## src/rtl/core_id2ex_skid.sv

```systemverilog
// core_id2ex_skid: registered ID->EX pipeline boundary with a two-entry skid
// buffer (main register + skid register). id_ready and ex_valid are both
// taken straight from flops, so nothing from ex_ready reaches id_ready in the
// same cycle.
//
// Optional feature: define CORE_ID2EX_BUBBLE_CLR_EN to clear the main payload
// to 0 whenever main goes invalid. In that mode the ALU sees ex_alu_inst = 0
// during bubbles. Without it, the main payload holds stale data while
// ex_valid = 0. The skid payload is never cleared outside reset.
//
// Handshake: a transfer happens on a rising edge where valid & ready are both
// 1. Valid never depends on ready. Once raised, valid and payload stay stable
// until the transfer. Ready may be high while valid is low; that cycle does
// nothing.

`ifndef CORE_XLEN
`define CORE_XLEN 32
`endif
`ifndef CORE_ALU_INST_WIDTH
`define CORE_ALU_INST_WIDTH 12
`endif

module core_id2ex_skid #(
   parameter int XLEN  = `CORE_XLEN,
   parameter int ALU_W = `CORE_ALU_INST_WIDTH
) (
   input  logic             clk,
   input  logic             rst,
   input  logic             flush,
   // decode side
   input  logic             id_valid,
   output logic             id_ready,
   input  logic [ALU_W-1:0] id_alu_inst,
   input  logic [XLEN-1:0]  id_rs1,
   input  logic [XLEN-1:0]  id_rs2,
   input  logic [XLEN-1:0]  id_pc,
   input  logic [XLEN-1:0]  id_imm,
   input  logic [4:0]       id_rd,
   input  logic             id_rd_wen,
   // execute side
   output logic             ex_valid,
   input  logic             ex_ready,
   output logic [ALU_W-1:0] ex_alu_inst,
   output logic [XLEN-1:0]  ex_rs1,
   output logic [XLEN-1:0]  ex_rs2,
   output logic [XLEN-1:0]  ex_pc,
   output logic [XLEN-1:0]  ex_imm,
   output logic [4:0]       ex_rd,
   output logic             ex_rd_wen,
   // debug view of the buffer state: 0 EMPTY, 1 FULL, 2 SKID
   output logic [1:0]       state_dbg
);

   localparam int PW = ALU_W + 4 * XLEN + 6;

   typedef enum logic [1:0] {
      ST_EMPTY = 2'd0,  // main invalid, skid invalid
      ST_FULL  = 2'd1,  // main valid,   skid invalid
      ST_SKID  = 2'd2   // main valid,   skid valid
   } state_t;

   state_t          state;
   logic [PW-1:0]   main_q;
   logic [PW-1:0]   skid_q;
   logic [PW-1:0]   id_payload;
   logic            up;
   logic            down;

   assign id_payload = {id_alu_inst, id_rs1, id_rs2, id_pc, id_imm, id_rd, id_rd_wen};
   assign {ex_alu_inst, ex_rs1, ex_rs2, ex_pc, ex_imm, ex_rd, ex_rd_wen} = main_q;

   assign up        = id_valid & id_ready;
   assign down      = ex_valid & ex_ready;
   assign state_dbg = state;

   // Buffer FSM with registered handshake outputs; flush overrides all traffic
   always_ff @(posedge clk or posedge rst) begin
      if (rst) begin
         state    <= ST_EMPTY;
         ex_valid <= 1'b0;
         id_ready <= 1'b1;
         main_q   <= '0;
         skid_q   <= '0;
      end else if (flush) begin
         // An up-transfer this cycle is dropped. A down-transfer is still
         // taken by EX, which squashes it itself.
         state    <= ST_EMPTY;
         ex_valid <= 1'b0;
         id_ready <= 1'b1;
`ifdef CORE_ID2EX_BUBBLE_CLR_EN
         main_q   <= '0;
`endif
      end else begin
         case (state)
            ST_EMPTY: begin
               if (up) begin
                  state    <= ST_FULL;
                  ex_valid <= 1'b1;
                  main_q   <= id_payload;
               end
            end
            ST_FULL: begin
               if (up && down) begin
                  main_q <= id_payload;
               end else if (down) begin
                  state    <= ST_EMPTY;
                  ex_valid <= 1'b0;
`ifdef CORE_ID2EX_BUBBLE_CLR_EN
                  main_q   <= '0;
`endif
               end else if (up) begin
                  // EX stalled while decode was still told ready: park it
                  state    <= ST_SKID;
                  id_ready <= 1'b0;
                  skid_q   <= id_payload;
               end
            end
            ST_SKID: begin
               // id_ready is 0 here, so only a down-transfer can happen
               if (down) begin
                  state    <= ST_FULL;
                  id_ready <= 1'b1;
                  main_q   <= skid_q;
               end
            end
            default: begin
               state    <= ST_EMPTY;
               ex_valid <= 1'b0;
               id_ready <= 1'b1;
            end
         endcase
      end
   end

endmodule

```

## config.mk

```make
export PLATFORM = sky130hd
export DESIGN_NAME = core_id2ex_skid
export DESIGN_NICKNAME = d
export VERILOG_FILES = /design/src/rtl/core_id2ex_skid.sv
export SDC_FILE = /design/constraint.sdc
export NUM_CORES = 1
export LEC_CHECK = 0
export CORE_MARGIN = 4
export CORE_UTILIZATION = 51
export CTS_CLUSTER_SIZE = 20
export DETAILED_ROUTE_END_ITERATION = 7
export DONT_BUFFER_PORTS = 1
export PLACE_DENSITY = 0.69
export REMOVE_ABC_BUFFERS = 1
export SETUP_SLACK_MARGIN = 0.02
export SKIP_LAST_GASP = 1
export SLEW_MARGIN = 20
export SYNTH_ARGS = -nofsm -noshare
export SYNTH_HDL_FRONTEND = slang
export SYNTH_SLANG_ARGS = --single-unit
```

## constraint.sdc

```tcl
create_clock -name clk -period 13 [get_ports clk]
set_clock_uncertainty 0.2 [all_clocks]
set_input_delay 1.95 -clock clk [delete_from_list [all_inputs] [get_ports clk]]
set_output_delay 1.95 -clock clk [all_outputs]
set_load 0.005 [all_outputs]
```

==> metrics.txt, run 1 <==
# TYPE chip_impl_metric gauge
chip_impl_info{name="hold_end",value="skid_q[68]"} 1
chip_impl_metric{name="worstHoldPathCells",unit=""} 1
chip_impl_metric{name="postRouteAntennaNets",unit=""} 0
chip_impl_metric{name="die_width",unit="um"} 178
chip_impl_metric{name="clock_tree.buffer_depth",unit=""} 3
chip_impl_metric{name="mean_cell_area_of_the_mapped_netlist",unit="sq um"} 12.3
chip_impl_metric{name="average_via_count_per_standard_cell",unit=""} 6.58
chip_impl_metric{name="period_minus_slack",unit="ns"} 4.38
chip_impl_metric{name="top_level_ports",unit=""} 301
chip_impl_info{name="yosysTopAreaCell",value="dfrtp_1"} 1
chip_impl_metric{name="fillerInstances",unit=""} 2329
chip_impl_metric{name="synth_top_cell_area_share",unit="%"} 50.2
chip_impl_metric{name="drive_above_1_share",unit="%"} 19.6
chip_impl_metric{name="seq_area_frac_synth",unit="%"} 50.3
chip_impl_metric{name="max_freq",unit="GHz"} 0.228
chip_impl_metric{name="rows",unit=""} 61
chip_impl_metric{name="synthArstFlopShare",unit="%"} 100
chip_impl_metric{name="syn_inst",unit=""} 1201
chip_impl_info{name="unrepaired_setup_endpoints_after_global_routing",value="no"} 1
chip_impl_info{name="synth_ff_type",value="dfrtp_1"} 1
chip_impl_metric{name="timing.slew.headroom",unit="%"} 23.7
chip_impl_metric{name="power_switching_share",unit="%"} 31.3
chip_impl_info{name="yosys.cell_count.top_type",value="dfrtp_1"} 1
chip_impl_metric{name="grt_pass1_vias",unit=""} 10100
chip_impl_metric{name="worst-r2r-cell-count",unit=""} 5
chip_impl_metric{name="dr.pass1.iters",unit=""} 5
chip_impl_metric{name="final_critical_path_setup_slack",unit="ns"} 8.62
chip_impl_metric{name="multiInputGateArea",unit="sq mm"} 0.00658
chip_impl_info{name="hold_start",value="skid_q[68]"} 1
chip_impl_metric{name="cp.buffers_inverters",unit=""} 1
chip_impl_info{name="cp_top_family",value="flip-flops"} 1
chip_impl_metric{name="global_route_total_usage_across_every_layer",unit="%"} 24.0
chip_impl_metric{name="slew_at_the_pin_with_the_worst_max_slew_slack",unit="ns"} 1.14
chip_impl_metric{name="internal_power",unit="W"} 0.00249
chip_impl_metric{name="cts-resized-gates",unit=""} 0
chip_impl_metric{name="worst_skew_pair.late_latency",unit="ns"} 0.50
chip_impl_metric{name="worst_path_largest_cell_delay",unit="ns"} 0.95
chip_impl_info{name="outcome",value="complete, no violations"} 1
chip_impl_info{name="crit-reg2reg-capture",value="main_q[38]"} 1
chip_impl_info{name="holdCritPathClass",value="flop to flop"} 1
chip_impl_metric{name="critical_path_required",unit="ns"} 10.85
chip_impl_metric{name="cellPowerDensity",unit="mW/mm^2"} 230
chip_impl_info{name="r2r_start",value="state_dbg[0]"} 1
chip_impl_metric{name="post_synthesis_cell_area",unit="sq mm"} 0.0147
chip_impl_metric{name="routed_vias",unit=""} 9901
chip_impl_metric{name="timing.critical_path.arrival",unit="ns"} 2.23
chip_impl_metric{name="floorplan.die_area",unit="sq mm"} 0.0316
chip_impl_metric{name="post_cts_setup_repair_bufs",unit=""} 0
chip_impl_metric{name="final_net_count",unit=""} 1256
chip_impl_metric{name="postCtsHoldBufs",unit=""} 0
chip_impl_metric{name="yosys.cell_types.count",unit=""} 28
chip_impl_metric{name="synth_edf_count",unit=""} 0
chip_impl_metric{name="maxSlewViolCount",unit=""} 0
chip_impl_metric{name="timing.final.crit_share",unit="%"} 33.7
chip_impl_info{name="cts-root-buf",value="clkbuf_16"} 1
chip_impl_info{name="setup_crit_start_kind",value="flop"} 1
chip_impl_info{name="slowest_stage",value="dfrtp_4"} 1
chip_impl_metric{name="die_h",unit="um"} 178
chip_impl_metric{name="p_seq_share",unit="%"} 48.3
chip_impl_info{name="tritoncts",value="built"} 1
chip_impl_metric{name="initial_utilization",unit="%"} 52.3
chip_impl_metric{name="synth_to_layout_area_growth",unit="%"} 6.73
chip_impl_metric{name="cts_buffers",unit=""} 34
chip_impl_metric{name="totalNegativeSetupSlack",unit="ns"} 0
chip_impl_metric{name="setup.reg_to_reg.worst_slack",unit="ns"} 8.83
chip_impl_info{name="synth.top_cells.by_count",value="dfrtp_1 (295), and3b_1 (149), a21oi_1 (148), a211oi_1 (146), a22oi_1 (146)"} 1
chip_impl_metric{name="place_ws",unit="ns"} 8.41
chip_impl_info{name="critPathKind",value="flop to primary output"} 1
chip_impl_metric{name="number_of_antenna_violations_at_the_first_check_in_global_routing",unit=""} 0
chip_impl_metric{name="wire_length_of_the_first_global_routing_pass",unit="um"} 61500
chip_impl_metric{name="hpwlAfterDp",unit="um"} 21300
chip_impl_metric{name="maxCapViolCount",unit=""} 0
chip_impl_metric{name="wirelength",unit="um"} 39400
chip_impl_metric{name="share_clk_of_total_power",unit="%"} 25.6
chip_impl_metric{name="netSwitchingPower",unit="W"} 0.00113
chip_impl_info{name="timing.critical_path.cells",value="buf_4"} 1
chip_impl_metric{name="port_buffers",unit=""} 0
chip_impl_metric{name="cts_num_sinks",unit=""} 296
chip_impl_metric{name="vdd_drop_max",unit="mV"} 0.111
chip_impl_metric{name="detail_route.wl_per_cell",unit="um"} 26.2
chip_impl_metric{name="finalHoldViolCount",unit=""} 0
chip_impl_metric{name="core",unit="sq mm"} 0.0282
chip_impl_metric{name="yosys_warnings",unit=""} 0
chip_impl_metric{name="diodes",unit=""} 0
chip_impl_metric{name="pin_count_of_the_biggest_net_entering_global_routing",unit=""} 153
chip_impl_metric{name="combinationalPowerShare",unit="%"} 26.1
chip_impl_info{name="ys_top_cells_by_area",value="dfrtp_1 (50%), mux2_4 (14%), and3b_1 (8.9%)"} 1
chip_impl_metric{name="sequential_cell_area",unit="sq mm"} 0.00742
chip_impl_metric{name="cts_htree_levels",unit=""} 2
chip_impl_metric{name="p_leak",unit="nW"} 7.27
chip_impl_metric{name="initial_drc_count",unit=""} 834
chip_impl_metric{name="place_congestion",unit=""} 0.738
chip_impl_metric{name="cts.reportedPaths.clkPinSlew",unit="ns"} 0.05
chip_impl_info{name="worstSetupEndpointType",value="primary output"} 1
chip_impl_metric{name="drc",unit=""} 0
chip_impl_metric{name="finalSetupViolCount",unit=""} 0
chip_impl_metric{name="critical_path_peak_fanout",unit=""} 85
chip_impl_metric{name="globalRoute.totalOverflow",unit=""} 0
chip_impl_metric{name="ys_seq_elements",unit=""} 296
-- stage by stage --
stage / hold WS (ns) / area, sq um / total power (W) / utilization [%] / instances
3_3_place_gp: 0.279 / 14600 / 0.00266 / 51.8 / 1446
2_1_floorplan: 0.272 / 14000 / 0.00244 / - / 1053
3_5_place_dp: 0.286 / 14600 / 0.00270 / 51.8 / 1446
4_1_cts: 0.301 / 15700 / 0.00364 / 55.7 / 1504
6_report: 0.301 / 15700 / 0.00362 / 55.8 / 1505
5_1_grt: 0.307 / 15700 / 0.00383 / 55.8 / 1505
-- per-layer routing --
metal  routed length [um]  vias up  global-route usage [%]
met5                    0        -                       0
met4                  882        0                    5.64
met3                 4050       59                    9.18
li1                     -     4376                       -
met2                17800      329                    35.7
met1                16600     5137                    33.6
-- state kept, by name, summed over array words and instances, names as in the netlist --
signal     cells
ex_valid       1
id_ready       1
main_q       146
skid_q       146
state_dbg      2
-- kinds of logic after synthesis --
family / Yosys count / synth area share (%)
buffers and inverters: 150 / 5.14
and+or+nand+nor: 159 / 9.31
AOI/OAI and AO/OA: 449 / 20.4
muxes: 147 / 14.8
DFF: 296 / 50.3
-- power groups by stage --
stage | logic, W | clock network [W] | registers [W]
5_1_grt | 0.00104 | 0.000985 | 0.00180
3_3_place_gp | 0.000919 | 0 | 0.00174
2_1_floorplan | 0.000808 | 0 | 0.00163
4_1_cts | 0.000948 | 0.000947 | 0.00175
6_report | 0.000944 | 0.000927 | 0.00175
3_5_place_dp | 0.000947 | 0 | 0.00175
-- layout make-up --
type	count	area share (%)
clock buffer	55	6.77
clock inverter	3	0.0956
inverter	2	0.0956
multi-input combinational	755	41.9
sequential	296	47.2
tap	378	3.01
timing repair buffer	16	0.916
-- layout by cell type (no fill, tap or decap), types with 2 or more instances in the layout --
master and instances:
clkbuf_16 37, clkbuf_8 7, dfrtp_1 293, a211oi_1 146, and3b_4 2, a21oi_1 148, a22oi_1 146, clkbuf_1 11
buf_4 14, nand2_1 3, mux2_4 140, and3b_1 147, dfrtp_4 2, a21o_1 2, mux2_2 7, clkinv_2 3
-- how the worst max path moves through the flow --
stage | startpoint | end | cells past startpoint | slack, ns
2_1_floorplan | rst | ex_valid | 1 | 2.68
3_3_place_gp | flush | main_q[72] | 4 | 8.48
3_5_place_dp | flush | main_q[0] | 4 | 8.41
4_1_cts | state_dbg[0] | state_dbg[0] | 1 | 8.62
5_1_grt | state_dbg[1] | state_dbg[1] | 1 | 8.50
6_report | state_dbg[1] | state_dbg[1] | 1 | 8.62
No activity file was read; power rests on OpenSTA's default activity.
==> inputs of run 2 (changes only) <==
==> constraint.sdc (replaced) <==
create_clock -name clk -period 4.2 [get_ports clk]
set_clock_uncertainty 0.2 [all_clocks]
set_input_delay 0.63 -clock clk [delete_from_list [all_inputs] [get_ports clk]]
set_output_delay 0.63 -clock clk [all_outputs]
set_load 0.005 [all_outputs]
==> run 2 against run 1 <==
Combinational power grew to 3.3 times the previous value. Flip-flop and latch count is the same. Critical path type is now flop to flop. Power grew to 3.2 times the previous value. Die area is the same. Routed wire length grew 4.5%. Core utilization grew 2.8 points. Via count grew 5.1%. Global-route usage grew 0.57 points. Setup slack lost 7.3 ns. Count of clock-buffer cells in the layout shrank 15. Critical endpoint is now skid_q[71]. Clock power grew to 3.2 times the previous value.
==> metrics.txt, run 2 (synthesis results as in run 1) <==
# TYPE chip_impl_metric gauge
chip_impl_info{name="outcome",value="complete, no violations"} 1
chip_impl_metric{name="met2_usage",unit="%"} 37.3
chip_impl_metric{name="drive_above_1_share",unit="%"} 19.4
chip_impl_metric{name="diodes",unit=""} 0
chip_impl_info{name="hold_start",value="id_rs1[1]"} 1
chip_impl_metric{name="timing.slew.headroom",unit="%"} 36.9
chip_impl_metric{name="die_h",unit="um"} 178
chip_impl_metric{name="dr.pass1.iters",unit=""} 5
chip_impl_metric{name="grt.met3_usage",unit="%"} 7.61
chip_impl_metric{name="worst_skew_pair.late_latency",unit="ns"} 0.55
chip_impl_metric{name="worst_path_largest_cell_delay",unit="ns"} 0.62
chip_impl_metric{name="grt_pass1_vias",unit=""} 10400
chip_impl_metric{name="finalHoldViolCount",unit=""} 0
chip_impl_metric{name="core",unit="sq mm"} 0.0282
chip_impl_metric{name="cts_htree_levels",unit=""} 1
chip_impl_metric{name="detail_route.wl_per_cell",unit="um"} 26.1
chip_impl_metric{name="setup.reg_to_reg.worst_slack",unit="ns"} 1.27
chip_impl_metric{name="timing.critical_path.arrival",unit="ns"} 3.15
chip_impl_metric{name="place_ws",unit="ns"} 1.30
chip_impl_metric{name="cts-resized-gates",unit=""} 0
chip_impl_metric{name="wirelength",unit="um"} 41200
chip_impl_info{name="layout.cells.most_common_list",value="dfrtp_1 (293), a21oi_1 (148), and3b_1 (147)"} 1
chip_impl_metric{name="period_minus_slack",unit="ns"} 2.93
chip_impl_metric{name="synth_to_layout_area_growth",unit="%"} 12.2
chip_impl_info{name="hold_end",value="skid_q[103]"} 1
chip_impl_metric{name="die_width",unit="um"} 178
chip_impl_metric{name="pin_count_of_the_biggest_net_entering_global_routing",unit=""} 153
chip_impl_metric{name="slew_at_the_pin_with_the_worst_max_slew_slack",unit="ns"} 0.946
chip_impl_metric{name="vdd_drop_max",unit="mV"} 0.353
chip_impl_metric{name="final_net_count",unit=""} 1327
chip_impl_metric{name="placed_cell_count",unit=""} 1455
chip_impl_info{name="slowest_stage",value="dfstp_2"} 1
chip_impl_metric{name="top_level_ports",unit=""} 301
chip_impl_metric{name="fin_util",unit="%"} 58.6
chip_impl_metric{name="average_via_count_per_standard_cell",unit=""} 6.60
chip_impl_metric{name="routed_vias",unit=""} 10400
chip_impl_metric{name="globalRoute.totalOverflow",unit=""} 0
chip_impl_metric{name="finalSetupViolCount",unit=""} 0
chip_impl_metric{name="post_cts_setup_repair_bufs",unit=""} 0
chip_impl_metric{name="cellPowerDensity",unit="mW/mm^2"} 691
chip_impl_info{name="cts-root-buf",value="clkbuf_16"} 1
chip_impl_metric{name="floorplan.die_area",unit="sq mm"} 0.0316
chip_impl_metric{name="global_route_total_usage_across_every_layer",unit="%"} 24.6
chip_impl_metric{name="rows",unit=""} 61
chip_impl_metric{name="postRouteAntennaNets",unit=""} 0
chip_impl_info{name="crit-reg2reg-capture",value="skid_q[71]"} 1
chip_impl_info{name="timing.critical_path.cells",value="and3b_4 -> nand3_4 -> buf_12 -> mux2_4"} 1
chip_impl_metric{name="grt_util_met1",unit="%"} 35.3
chip_impl_metric{name="worstHoldPathCells",unit=""} 1
chip_impl_metric{name="final_critical_path_setup_slack",unit="ns"} 1.27
chip_impl_info{name="mostFrequentLayoutCell",value="dfrtp_1"} 1
chip_impl_info{name="holdCritPathClass",value="input port to flop"} 1
chip_impl_metric{name="power",unit="W"} 0.0114
chip_impl_metric{name="number_of_antenna_violations_at_the_first_check_in_global_routing",unit=""} 0
chip_impl_metric{name="timing.final.crit_share",unit="%"} 69.7
chip_impl_info{name="tritoncts",value="built"} 1
chip_impl_metric{name="p_leak",unit="nW"} 7.62
chip_impl_metric{name="maxCapViolCount",unit=""} 0
chip_impl_metric{name="cts_num_sinks",unit=""} 296
chip_impl_metric{name="clock_tree.buffer_depth",unit=""} 3
chip_impl_metric{name="cts.reportedPaths.clkPinSlew",unit="ns"} 0.07
chip_impl_info{name="r2r_start",value="id_ready"} 1
chip_impl_metric{name="maxSlewViolCount",unit=""} 0
chip_impl_metric{name="critical_path_required",unit="ns"} 4.42
chip_impl_metric{name="drc",unit=""} 0
chip_impl_metric{name="hpwlAfterDp",unit="um"} 22100
chip_impl_metric{name="wire_length_of_the_first_global_routing_pass",unit="um"} 63300
chip_impl_info{name="unrepaired_setup_endpoints_after_global_routing",value="no"} 1
chip_impl_info{name="worstSetupEndpointType",value="flop"} 1
chip_impl_metric{name="critical_path_peak_fanout",unit=""} 38
chip_impl_metric{name="place_congestion",unit=""} 0.745
chip_impl_info{name="critPathKind",value="flop to flop"} 1
chip_impl_metric{name="instances_no_fill",unit=""} 1577
chip_impl_metric{name="initial_drc_count",unit=""} 1040
chip_impl_metric{name="worst-r2r-cell-count",unit=""} 4
chip_impl_metric{name="cts_buffers",unit=""} 31
chip_impl_metric{name="initial_utilization",unit="%"} 52.3
chip_impl_metric{name="port_buffers",unit=""} 0
chip_impl_info{name="global_route.peak_usage_layer",value="met2"} 1
chip_impl_info{name="setup_crit_start_kind",value="flop"} 1
chip_impl_metric{name="max_freq",unit="GHz"} 0.342
[run 2: changes by cell type in the layout (fill, tap and decap cells not counted), moves of 2 or more]
cell and delta:
dlygate4sd3_1 +66, clkinv_2 +6, bufinv_16 +6, clkbuf_16 -6, clkbuf_1 -6, clkbuf_8 -3, buf_4 +2, buf_12 +8
[run 2: what timing repair did]
item	4_1_cts	5_1_grt
endpoints found under the hold margin	136	12
hold buffers	54	12
endpoints found under the setup margin	0	0
[run 2: how the worst max path moves through the flow]
stage                             from           to  slack (ns)  cells after the start
after CTS                     id_ready   skid_q[71]        1.30                      4
after global placement        id_valid   skid_q[82]        1.33                      4
after global routing          id_ready   skid_q[55]        1.20                      4
after detailed placement      id_valid   skid_q[16]        1.30                      4
final                         id_ready   skid_q[71]        1.27                      4
after floorplan           state_dbg[1]  skid_q[100]       -5.44                      3
[run 2: final cells by class]
| class | instances | area (sq um) |
|---|---|---|
| sequential | 296 | 7420 |
| clock buffer | 40 | 850 |
| fill | 2217 | 11700 |
| timing repair buffer | 90 | 941 |
| multi-input combinational | 755 | 6580 |
| inverter | 2 | 15.0 |
| tap | 378 | 473 |
| clock inverter | 16 | 233 |
[run 2: layer usage]
| metal | part of all wire, % | up-vias |
|---|---|---|
| met1 | 41 | 5391 |
| met2 | 47 | 444 |
| met3 | 10 | 56 |
| met5 | 0 | - |
| li1 | - | 4519 |
| met4 | 1.7 | 0 |
[run 2: where the power goes]
group | leakage [nW] | switching, W | internal, W | total, W
logic | 3.68 | 0.00131 | 0.00176 | 0.00307
clock network | 0.537 | 0.00116 | 0.00179 | 0.00295
registers | 3.40 | 0.00112 | 0.00427 | 0.00539
[run 2: worst max-delay path: cells and delay by family, from the launching register on]
kind | cells | cell delay, ns
AND/OR/NAND/NOR | 2 | 1.16
flip-flops | 1 | 0.62
buffers and inverters | 1 | 0.45
multiplexers | 1 | 0.34
[run 2: per-stage QoR]
| step | setup TNS, ns | hold slack (ns) | area [sq um] |
|---|---|---|---|
| global placement | 0 | 0.280 | 14800 |
| CTS | 0 | 0.000157 | 16400 |
| finish | 0 | 0.0156 | 16500 |
| floorplan | -2702.10 | 0.272 | 14000 |
| global route | 0 | 0.00111 | 16500 |
| detailed placement | 0 | 0.286 | 14800 |
